[src/rtl/gf2k_exp_ctrl_if.sv]
// Handshake and multiplier-IP bundle for the GF(2^k) exponentiation sequencer.
//   in_valid/in_poly/in_base/in_exp : job request from the upstream block
//   busy/out_valid/out_result       : status and result toward the upstream block
//   ip_poly/ip_in1/ip_in2           : operands driven into the shared GF multiplier IP
//   ip_result                       : combinational product returned by the IP
// The slave modport is the sequencer's view of the bundle.
// The master modport is the view of the environment: the job source and the IP.
interface gf2k_exp_ctrl_if #(
   parameter int DEG   = 4,
   parameter int EXP_W = 4
);
   logic             in_valid;
   logic [DEG:0]     in_poly;
   logic [DEG-1:0]   in_base;
   logic [EXP_W-1:0] in_exp;
   logic             busy;
   logic             out_valid;
   logic [DEG-1:0]   out_result;
   logic [DEG:0]     ip_poly;
   logic [DEG-1:0]   ip_in1;
   logic [DEG-1:0]   ip_in2;
   logic [DEG-1:0]   ip_result;

   modport slave (
      input  in_valid, in_poly, in_base, in_exp, ip_result,
      output busy, out_valid, out_result, ip_poly, ip_in1, ip_in2
   );

   modport master (
      output in_valid, in_poly, in_base, in_exp, ip_result,
      input  busy, out_valid, out_result, ip_poly, ip_in1, ip_in2
   );
endinterface

[src/rtl/gf2k_exp_ctrl.sv]
// Sequencer computing base^exp in GF(2^DEG) by left-to-right square-and-multiply.
// All field arithmetic is done by one external, purely combinational GF multiplier.
// This block only steers operands into that multiplier and captures its product,
// one product per clock.
// Ports:
//   clk        : single clock, rising edge
//   rst        : synchronous reset, active-high; aborts any job in flight
//   bus.slave  : request/result handshake plus the multiplier operand/result lines
//                (see gf2k_exp_ctrl_if)
// Timing: a job accepted in cycle T delivers out_valid in cycle T+1+EXP_W+popcount(exp).
module gf2k_exp_ctrl #(
   parameter int DEG   = 4,
   parameter int EXP_W = 4
) (
   input  logic            clk,
   input  logic            rst,
   gf2k_exp_ctrl_if.slave  bus
);

   // Bit index into the exponent; kept at least one bit wide for EXP_W == 1.
   localparam int IDX_W = (EXP_W > 1) ? $clog2(EXP_W) : 1;

   localparam logic [1:0] S_IDLE = 2'd0;
   localparam logic [1:0] S_SQ   = 2'd1;
   localparam logic [1:0] S_MUL  = 2'd2;
   localparam logic [1:0] S_DONE = 2'd3;

   localparam logic [DEG-1:0]   ONE      = {{(DEG-1){1'b0}}, 1'b1};
   localparam logic [IDX_W-1:0] IDX_TOP  = IDX_W'(EXP_W - 1);
   localparam logic [IDX_W-1:0] IDX_ZERO = '0;
   localparam logic [IDX_W-1:0] IDX_ONE  = IDX_W'(1);

   logic [1:0]       state_reg, state_next;
   logic [DEG:0]     poly_reg,  poly_next;
   logic [DEG-1:0]   base_reg,  base_next;
   logic [EXP_W-1:0] exp_reg,   exp_next;
   logic [DEG-1:0]   acc_reg,   acc_next;
   logic [IDX_W-1:0] idx_reg,   idx_next;

   logic [DEG-1:0]   in1_next;
   logic [DEG-1:0]   in2_next;
   logic             is_done;
   logic             exp_bit;
   logic             idx_last;

   // Exponent bit currently being scanned, MSB first.
   assign exp_bit  = exp_reg[idx_reg];
   assign idx_last = (idx_reg == IDX_ZERO);

   always_comb begin
      state_next = state_reg;
      poly_next  = poly_reg;
      base_next  = base_reg;
      exp_next   = exp_reg;
      acc_next   = acc_reg;
      idx_next   = idx_reg;
      in1_next   = '0;
      in2_next   = '0;

      case (state_reg)
         S_IDLE: begin
            if (bus.in_valid) begin
               poly_next  = bus.in_poly;
               base_next  = bus.in_base;
               exp_next   = bus.in_exp;
               acc_next   = ONE;
               idx_next   = IDX_TOP;
               state_next = S_SQ;
            end
         end

         // Every exponent bit gets one squaring; the accumulator starts at 1, so the
         // first squaring is harmless and the step count stays fixed at EXP_W.
         S_SQ: begin
            in1_next = acc_reg;
            in2_next = acc_reg;
            acc_next = bus.ip_result;
            if (exp_bit) begin
               state_next = S_MUL;
            end else if (idx_last) begin
               state_next = S_DONE;
            end else begin
               idx_next = idx_reg - IDX_ONE;
            end
         end

         // A set bit folds the base in after its squaring; the index only
         // advances once that bit is fully consumed.
         S_MUL: begin
            in1_next = acc_reg;
            in2_next = base_reg;
            acc_next = bus.ip_result;
            if (idx_last) begin
               state_next = S_DONE;
            end else begin
               idx_next   = idx_reg - IDX_ONE;
               state_next = S_SQ;
            end
         end

         S_DONE: begin
            state_next = S_IDLE;
         end

         default: begin
            state_next = S_IDLE;
         end
      endcase
   end

   always_ff @(posedge clk) begin
      if (rst) begin
         state_reg <= S_IDLE;
         poly_reg  <= '0;
         base_reg  <= '0;
         exp_reg   <= '0;
         acc_reg   <= '0;
         idx_reg   <= '0;
      end else begin
         state_reg <= state_next;
         poly_reg  <= poly_next;
         base_reg  <= base_next;
         exp_reg   <= exp_next;
         acc_reg   <= acc_next;
         idx_reg   <= idx_next;
      end
   end

   assign is_done       = (state_reg == S_DONE);
   assign bus.busy      = (state_reg != S_IDLE);
   assign bus.out_valid = is_done;
   assign bus.ip_poly   = poly_reg;
   assign bus.ip_in1    = in1_next;
   assign bus.ip_in2    = in2_next;

   // The result bus is forced to zero outside the DONE pulse so that downstream
   // logic never sees intermediate accumulator values.
   generate
      for (genvar gi = 0; gi < DEG; gi++) begin : g_result
         assign bus.out_result[gi] = acc_reg[gi] & is_done;
      end
   endgenerate

endmodule

[src/flat_wrapper.sv]
// flat-port wrapper written by rule: the top's interface ports become plain ports
module gf2k_exp_ctrl_flat 
#(
   parameter int DEG   = 4,
   parameter int EXP_W = 4
)
  (clk, rst, bus_in_valid, bus_in_poly, bus_in_base, bus_in_exp, bus_ip_result, bus_busy, bus_out_valid, bus_out_result, bus_ip_poly, bus_ip_in1, bus_ip_in2);
  gf2k_exp_ctrl_if #(.DEG(DEG), .EXP_W(EXP_W)) bus_i ();
  input  logic clk;
  input  logic rst;
  input wire logic [$bits(bus_i.in_valid)-1:0] bus_in_valid;
  input wire logic [$bits(bus_i.in_poly)-1:0] bus_in_poly;
  input wire logic [$bits(bus_i.in_base)-1:0] bus_in_base;
  input wire logic [$bits(bus_i.in_exp)-1:0] bus_in_exp;
  input wire logic [$bits(bus_i.ip_result)-1:0] bus_ip_result;
  output wire logic [$bits(bus_i.busy)-1:0] bus_busy;
  output wire logic [$bits(bus_i.out_valid)-1:0] bus_out_valid;
  output wire logic [$bits(bus_i.out_result)-1:0] bus_out_result;
  output wire logic [$bits(bus_i.ip_poly)-1:0] bus_ip_poly;
  output wire logic [$bits(bus_i.ip_in1)-1:0] bus_ip_in1;
  output wire logic [$bits(bus_i.ip_in2)-1:0] bus_ip_in2;
  assign bus_i.in_valid = bus_in_valid;
  assign bus_i.in_poly = bus_in_poly;
  assign bus_i.in_base = bus_in_base;
  assign bus_i.in_exp = bus_in_exp;
  assign bus_i.ip_result = bus_ip_result;
  assign bus_busy = bus_i.busy;
  assign bus_out_valid = bus_i.out_valid;
  assign bus_out_result = bus_i.out_result;
  assign bus_ip_poly = bus_i.ip_poly;
  assign bus_ip_in1 = bus_i.ip_in1;
  assign bus_ip_in2 = bus_i.ip_in2;
  gf2k_exp_ctrl #(.DEG(DEG), .EXP_W(EXP_W)) u_core (.clk(clk), .rst(rst), .bus(bus_i));
endmodule
[config.mk]
export PLATFORM = sky130hd
export DESIGN_NAME = gf2k_exp_ctrl_flat
export DESIGN_NICKNAME = d
export VERILOG_FILES = /design/src/rtl/gf2k_exp_ctrl_if.sv /design/src/rtl/gf2k_exp_ctrl.sv /design/src/flat_wrapper.sv
export SDC_FILE = /design/constraint.sdc
export NUM_CORES = 1
export LEC_CHECK = 0
export ABC_CLOCK_PERIOD_IN_PS = 1870
export BUFFER_PORTS_ARGS = -buffer_cell sky130_fd_sc_hd__buf_2
export CAP_MARGIN = 20
export CORE_MARGIN = 1
export CORE_UTILIZATION = 43
export DETAILED_ROUTE_END_ITERATION = 7
export PLACE_DENSITY_LB_ADDON = 0.15
export RECOVER_POWER = 50
export SLEW_MARGIN = 20
export SYNTH_ARGS = -nofsm -noshare
export SYNTH_HDL_FRONTEND = slang
export SYNTH_SLANG_ARGS = --single-unit
[constraint.sdc]
create_clock -name clk -period 1.87 [get_ports clk]
set_clock_uncertainty 0.1 [all_clocks]
set_input_delay 0.187 -clock clk [delete_from_list [all_inputs] [get_ports clk]]
set_output_delay 0.187 -clock clk [all_outputs]
set_load 0.005 [all_outputs]
==> results.txt, run 1 <==
clock power share - 13.5%
# setup viols final - 0
depth of the CTS H-tree - 1
vias in the first global route - 938
clk slew on worst S/H paths - 0.13 ns
Critical Path AT - 1.99 ns
initial core utilization - 47.1%
n_diodes - 0
Via-to-Cell Ratio - 5.31
Worst Hold Path EP - u_core.bus.ip_poly[0]
Worst R2R Start - u_core.state_reg[1]
largest family of logic cells by synthesized area - simple AND/OR/NAND/NOR gates
Cell Area, Synth - 1080 µm²
FF-to-FF path depth - 6
crit share post-route - 98.6%
Mapped Cells - 134
dpl hpwl - 1.77 mm
vias - 1,110
maximum vdd drop - 0.809 mV
sequential power share - 37.5%
Detailed Route WL - 2.58 mm
Cell Count, Final, Fillers Out - 209
Cell Rows - 17
worst skew pair latency - 0.32 ns
Final Core Density - 62.6%
wire per inst - 12.3 µm
status - finished clean
Area Overhead vs Synth - 33.0%
worst slew pin tran - 0.490 ns
max-slew violation count - 0
Remaining DRCs - 0
layout cells sized above 1 - 29.8%
Final Critical Period - 1.84 ns
first-pass GRT wire length - 4.09 mm
Max Clock Freq - 543 MHz
WP data required - 2.02 ns
kind of critical path - reg -> reg
CTS root buffer - clkbuf_4
starting DRC count in detailed routing - 20
final hold violations - 0
P_int - 0.00102 W
Die Ht - 52.1 µm
Tot GR Track Use - 20.4%
Lkg Pwr - 0.641 nW
Design Area, Final - 1440 µm²
Die Area - 2720 µm²
Setup WS post-layout - 0.0269 ns
sequential-to-total area share from yosys stat - 38.9%
top area cells in the synthesized netlist - dfxtp_1 39%, nand2_1 11%, a21oi_1 7.9%
Inserted Clock Buffers - 3
synth warn - 0
Post-Synth Simple-Gate Area - 24.7%
switching power - 0.000697 W
syn nets - 159
switching share of power - 40.7%
RSZ-0062 raised after global routing - true
Pwr Density - 1190 nW/µm²
1st-pass router iterations - 4
largest net degree at the start of global routing - 24
complex-gate fraction of the synthesized area - 21.9%
Clock Sinks - 21
crit end category - register
Max FO, Critical Path - 10
area leader, netlist - dfxtp_1
port bufs - 38
Comb pwr share - 49.0%
worst hold path startpoint - bus_in_poly[0]
area of the core - 2300 µm²
Critical Path Source Type - register
max FFs per register - 5
Longest Clk Path Bufs - 2
CTS tree - built
# Post-CTS Setup Buffers - 0
Synth Register Bits - 21
worst hold stages - 3
Antenna Nets Post-Route - 0
die width - 52.1 µm
setup TNS - 0 ns
multiplexer area fraction after synthesis - 4.17%
Mean Syn Cell Area - 8.07 µm²
r2r endpoint - u_core.state_reg[0]
dpl cells - 195
Top Ports - 39
Synth Area in XOR/XNOR - 0%
r2r setup slk - 0.03 ns
pre-CTS setup slack - 0.00705 ns
Netlist cell types - 26
Synth top area share - 38.9%
Max Cap Viol - 0
initial antenna violation count - 0
grt total ovfl - 0
worst relative slew slack - 67.3%
Final nets - 207
Post-DP Area - 1290 µm²
Post-Synth Adder-Cell Area - 5.79%
HP Class - in -> reg
RePlAce Congestion - 0.836
-- worst max-delay path, stage by stage (launching register included) --
cell	delay, ns
dfxtp_2	0.37
inv_1	0.14
ha_2	0.31
nand2b_1	0.12
o22ai_1	0.22
mux2_4	0.33
a211oi_2	0.19
-- cells in the mapped netlist --
cell type and number:
a211oi_1 1, a211oi_2 1, a21oi_1 17, a22oi_1 4, a22oi_2 1, a311oi_1 2
a31oi_1 2, a32oi_1 3, and2_1 10, buf_1 2, buf_2 1, clkbuf_1 4
dfxtp_1 21, ha_1 5, inv_1 6, mux2_4 3, nand2_1 31, nand2b_1 2
nor2_1 4, nor2b_1 6, nor3_1 3, o21ai_1 1, o22ai_1 1, o31ai_2 1
o32ai_1 1, or4_1 1
-- cell families (layout without fill, tap and decap cells) --
family / after synthesis / after routing
AOI/OAI and AO/OA: 35 / 35
adders and majority gates: 5 / 5
muxes: 3 / 3
DFF: 21 / 21
and+or+nand+nor: 57 / 57
buffers and inverters: 13 / 60
-- how the worst max path moves through the flow --
| stage | startpoint | endpoint | slack, ns |
|---|---|---|---|
| detailed placement | u_core.state_reg[1] | u_core.state_reg[0] | 0.007 |
| global route | u_core.state_reg[1] | u_core.state_reg[0] | -0.06 |
| global placement | u_core.state_reg[1] | u_core.state_reg[0] | 0.12 |
| finish | u_core.state_reg[1] | u_core.state_reg[0] | 0.03 |
| floorplan | u_core.state_reg[1] | u_core.state_reg[0] | 0.12 |
| CTS | u_core.state_reg[0] | bus_ip_in1[0] | -0.03 |
-- repair_timing --
| action | CTS | global route |
|---|---|---|
| endpoints found under the hold margin | 10 | 0 |
| hold buffers | 10 | 0 |
| pin swaps | 0 | 0 |
| resized for setup | 2 | 3 |
| setup endpoints to repair | 9 | 9 |
-- through the flow --
step           hold slack [ns]  power [W]
2_1_floorplan            0.204    0.00120
3_3_place_gp             0.327    0.00139
3_5_place_dp             0.334    0.00142
4_1_cts               0.000371    0.00167
5_1_grt                0.00495    0.00184
6_report               0.00854    0.00171
-- layout by cell type, fill, tap and decap left out, types with 3 or more instances in the layout --
master | netlist | layout
inv_1 | 6 | 5
a22oi_1 | 4 | 4
ha_1 | 5 | 3
and2_1 | 10 | 10
a32oi_1 | 3 | 3
nor2_1 | 4 | 4
nor2b_1 | 6 | 6
nand2_1 | 31 | 31
buf_2 | 1 | 37
a21oi_1 | 17 | 17
dlygate4sd3_1 | 0 | 10
mux2_4 | 3 | 3
nor3_1 | 3 | 3
clkbuf_4 | 0 | 3
dfxtp_1 | 21 | 19
-- layer usage --
| metal | share of wire [%] | routed length [µm] | track usage (%) |
|---|---|---|---|
| met5 | 0 | 0 | 0 |
| met4 | 0.47 | 12 | 4.39 |
| met3 | 5.4 | 139 | 6.43 |
| met2 | 49 | 1270 | 34.0 |
| met1 | 45 | 1160 | 25.6 |
-- power groups by stage --
stage               Sequential, W  Combinational, W  Clock (W)
floorplan                0.000622          0.000578          0
global placement         0.000638          0.000748          0
detailed placement       0.000644          0.000773          0
CTS                      0.000637          0.000793   0.000239
global route             0.000653          0.000931   0.000256
finish                   0.000642          0.000838   0.000232
-- layout make-up --
cell class | count | area (µm²)
multi-input combinational | 100 | 626
clock inverter | 1 | 5.00
fill | 218 | 860
tap | 28 | 35.0
timing repair buffer | 50 | 304
sequential | 21 | 423
clock buffer | 3 | 22.5
inverter | 6 | 22.5
Note: power is estimated with default switching activity, not from simulation.
==> inputs of run 2 (changes only) <==
CAP_MARGIN = 5   (was 20)
SETUP_SLACK_MARGIN = 0.5   (was default)
==> results.txt, run 2 (synthesis results as in run 1) <==
Antenna Nets Post-Route - 0
Inserted Clock Buffers - 3
Max Clock Freq - 589 MHz
maximum vdd drop - 0.904 mV
Tot GR Track Use - 26.5%
wire per inst - 15.1 µm
Remaining DRCs - 0
1st-pass router iterations - 4
first-pass GRT wire length - 5.02 mm
Worst R2R Start - u_core.state_reg[0]
clk slew on worst S/H paths - 0.13 ns
n_diodes - 0
Area Overhead vs Synth - 59.7%
WP data required - 1.58 ns
kind of critical path - reg -> out
final hold violations - 0
FF-to-FF path depth - 7
HP Class - in -> reg
RePlAce Congestion - 0.832
depth of the CTS H-tree - 1
grt total ovfl - 0
Setup WS post-layout - 0.173 ns
layout cells sized above 1 - 44.1%
setup TNS - 0 ns
r2r setup slk - 0.18 ns
Crit. Startpoint - u_core.state_reg[0]
port bufs - 38
Pwr Density - 1310 nW/µm²
status - finished clean
Top Ports - 39
Via-to-Cell Ratio - 5.38
Critical Path AT - 1.41 ns
vias in the first global route - 1,083
Lkg Pwr - 0.732 nW
Max Cap Viol - 0
Die Ht - 52.1 µm
largest net degree at the start of global routing - 24
RSZ-0062 raised after global routing - true
Final Critical Period - 1.70 ns
max FFs per register - 5
Final nets - 221
worst slew pin tran - 0.453 ns
CTS root buffer - clkbuf_4
worst skew pair latency - 0.32 ns
dpl hpwl - 1.83 mm
r2r endpoint - u_core.bus.ip_poly[1]
pre-CTS setup slack - 0.183 ns
Detailed Route WL - 3.36 mm
Longest Clk Path Bufs - 2
starting DRC count in detailed routing - 15
Clock Sinks - 21
commonest non-fill, non-tap cells in the layout - 35 x buf_2, 29 x nand2_1, 17 x dfxtp_1
# setup viols final - 0
Die Area - 2720 µm²
Worst Setup EP - bus_ip_in2[1]
commonest non-fill, non-tap cell in the layout - buf_2
Cell Rows - 17
fillers - 176
crit share post-route - 90.7%
crit end category - primary output
initial antenna violation count - 0
vias - 1,200
CTS tree - built
worst relative slew slack - 69.8%
Critical Path Source Type - register
max-slew violation count - 0
initial core utilization - 47.1%
die width - 52.1 µm
area of the core - 2300 µm²
Max FO, Critical Path - 10
## run 2: layer usage
metal / wire length [µm] / GRT usage, %
met5: 0 / 0
met4: 78 / 13.2
met3: 136 / 6.73
met2: 1780 / 48.3
met1: 1370 / 27.9
## run 2: area by class of cell
cell class | instances | area [µm²] | area share (%)
Tap cell | 28 | 35.0 | 2.03
Timing Repair Buffer | 64 | 440 | 25.5
Clock buffer | 3 | 22.5 | 1.30
Sequential cell | 21 | 430 | 24.9
Multi-Input combinational cell | 100 | 763 | 44.2
Inverter | 6 | 27.5 | 1.59
Clock inverter | 1 | 7.51 | 0.435
## run 2: worst min-delay path by stage
stage	slack [ns]	to	cells past startpoint	from
floorplan	0.20	u_core.state_reg[1]	1	rst
global placement	0.33	u_core.exp_reg[1]	3	bus_in_exp[1]
detailed placement	0.33	u_core.bus.ip_poly[2]	3	bus_in_poly[2]
CTS	0.01	u_core.acc_reg[2]	3	bus_ip_result[2]
global route	0.04	u_core.acc_reg[2]	3	bus_ip_result[2]
finish	0.01	u_core.acc_reg[2]	3	bus_ip_result[2]
## run 2: power breakdown
part | switching [W] | internal, W
Combinational | 0.000668 | 0.000691
Clock | 0.000161 | 0.0000820
Sequential | 0.000106 | 0.000559
## run 2: critical path, cell delays in order (launching register included)
cell,delay (ns)
dfxtp_4,0.38
buf_4,0.14
ha_4,0.21
a22oi_2,0.18
nor2b_4,0.05
buf_2,0.12
## run 2: through the flow
| stage | util (%) | hold WS, ns | cell area (µm²) | cells | total power, W |
|---|---|---|---|---|---|
| after floorplan | - | 0.196 | 1150 | 134 | 0.00132 |
| after global placement | 57.8 | 0.327 | 1330 | 194 | 0.00145 |
| after detailed placement | 57.8 | 0.331 | 1330 | 194 | 0.00148 |
| after CTS | 72.1 | 0.0136 | 1660 | 220 | 0.00205 |
| after global routing | 75.2 | 0.0361 | 1730 | 223 | 0.00241 |
| final | 75.2 | 0.0129 | 1730 | 223 | 0.00227 |
## run 2: repair_timing
action                                  4_1_cts  5_1_grt
hold buffers                                 13        0
cloned                                        0        1
gates resized for setup                      27       19
buffers inserted                              9        2
endpoints found under the setup margin       35       35
pin swaps                                     7        4
endpoints found under the hold margin        13        0
==> inputs of run 3 (changes only) <==
CORE_ASPECT_RATIO = 1.75   (was default)
==> results.txt, run 3 (synthesis results as in run 1) <==
depth of the CTS H-tree - 1
CTS root buffer - clkbuf_8
Via-to-Cell Ratio - 5.35
Remaining DRCs - 0
commonest non-fill, non-tap cells in the layout - 31 x buf_2, 29 x nand2_1, 17 x dfxtp_1
Inserted Clock Buffers - 3
n_diodes - 0
largest net degree at the start of global routing - 24
Die Ht - 68.3 µm
clk slew on worst S/H paths - 0.08 ns
Comb pwr share - 58.7%
die width - 39.9 µm
Final nets - 212
initial core utilization - 46.4%
Final Critical Period - 1.67 ns
crit end category - primary output
layout cells sized above 1 - 50.5%
sequential power share - 28.5%
r2r endpoint - u_core.state_reg[0]
Tot GR Track Use - 22.2%
worst slew pin tran - 0.442 ns
dpl cells - 191
# setup viols final - 0
RePlAce Congestion - 0.732
Area Overhead vs Synth - 53.6%
RSZ-0062 raised after global routing - true
commonest non-fill, non-tap cell in the layout - buf_2
port bufs - 38
setup TNS - 0 ns
Longest Clk Path Bufs - 2
wire per inst - 14.1 µm
Detailed Route WL - 2.97 mm
initial antenna violation count - 0
Worst Setup EP - bus_ip_in2[3]
Crit. Startpoint - u_core.state_reg[0]
CTS tree - built
r2r setup slk - 0.26 ns
FF-to-FF path depth - 6
starting DRC count in detailed routing - 34
worst relative slew slack - 70.6%
vias - 1,128
HP Class - in -> reg
vias in the first global route - 996
max FFs per register - 5
clock power share - 12.8%
max-slew violation count - 0
Hold-fix buffers, CTS - 0
Critical Path Source Type - register
grt total ovfl - 0
status - finished clean
crit share post-route - 89.4%
P_int - 0.00143 W
first-pass GRT wire length - 4.32 mm
fillers - 190
maximum vdd drop - 0.848 mV
Max Clock Freq - 598 MHz
Cell Count, Final, Fillers Out - 211
1st-pass router iterations - 4
dpl hpwl - 1.85 mm
Antenna Nets Post-Route - 0
Worst R2R Start - u_core.state_reg[0]
Die Area - 2730 µm²
final hold violations - 0
area of the core - 2330 µm²
Max FO, Critical Path - 9
Clock Sinks - 21
worst skew pair latency - 0.26 ns
Lkg Pwr - 0.707 nW
kind of critical path - reg -> out
Post-DP Area - 1320 µm²
Design Area, Final - 1660 µm²
switching power - 0.000902 W
Top Ports - 39
switching share of power - 38.7%
Critical Path AT - 1.39 ns
WP data required - 1.58 ns
Max Cap Viol - 0
Cell Rows - 23
Pwr Density - 1400 nW/µm²
## run 3: changes by cell type in the layout (fill, tap and decap cells not counted), sizes merged
cell         previous run  this run
buf                    47        52
clkbuf                  7         6
clkinv                  0         1
dlygate4sd3            13         0
inv                     6         5
## run 3: how the worst min path moves through the flow
stage / start / endpoint / slack, ns / cells after the start
after CTS: bus_in_base[3] / u_core.base_reg[3] / 0.05 / 3
after floorplan: rst / u_core.state_reg[1] / 0.20 / 1
after global placement: bus_in_exp[1] / u_core.exp_reg[1] / 0.33 / 3
final: bus_in_base[3] / u_core.base_reg[3] / 0.06 / 3
after global routing: bus_in_base[0] / u_core.base_reg[0] / 0.06 / 3
after detailed placement: bus_in_base[3] / u_core.base_reg[3] / 0.33 / 3
## run 3: worst max-delay path, cell delays in order, from the launching register on
cell and delay, ns:
dfxtp_4 0.38, buf_4 0.13, ha_4 0.21, a22oi_2 0.08, nor2b_1 0.17, buf_2 0.15
## run 3: layout make-up
type	instances	area, µm²	share of cell area (%)
Multi-Input combinational cell	100	756	45.5
Clock buffer	3	41.3	2.49
Timing Repair Buffer	55	365	22.0
Sequential cell	21	430	25.9
Inverter	6	31.3	1.88
Tap cell	25	31.3	1.88
Clock inverter	1	5.00	0.301
## run 3: per-stage QoR
step | hold slack [ns] | power [W] | utilization [%] | worst slack [ns]
finish | 0.0583 | 0.00233 | 71.2 | 0.198
global route | 0.0612 | 0.00247 | 71.2 | 0.187
CTS | 0.0545 | 0.00212 | 66.8 | 0.262
detailed placement | 0.334 | 0.00147 | 56.8 | 0.210
global placement | 0.327 | 0.00145 | 56.8 | 0.266
floorplan | 0.196 | 0.00132 | - | 0.360
## run 3: power by group through the flow
| stage | clock network (W) | logic, W | registers (W) |
|---|---|---|---|
| finish | 0.000298 | 0.00137 | 0.000663 |
| global route | 0.000327 | 0.00147 | 0.000676 |
| CTS | 0.000307 | 0.00116 | 0.000655 |
| detailed placement | 0 | 0.000821 | 0.000652 |
| global placement | 0 | 0.000801 | 0.000645 |
| floorplan | 0 | 0.000688 | 0.000632 |
## run 3: per-layer routing
metal  track usage (%)  up-vias  share of wire (%)
met3              3.57        6                2.9
li1                  -      563                  -
met1              23.5      527                 39
met5                 0        -                  0
met2              41.5       32                 57
met4              6.90        0                1.3
## run 3: timing repair
action,4_1_cts,5_1_grt
setup endpoints to repair,35,35
gates resized for setup,28,19
pin swaps,10,12
buffers inserted,11,5
cloned,0,0
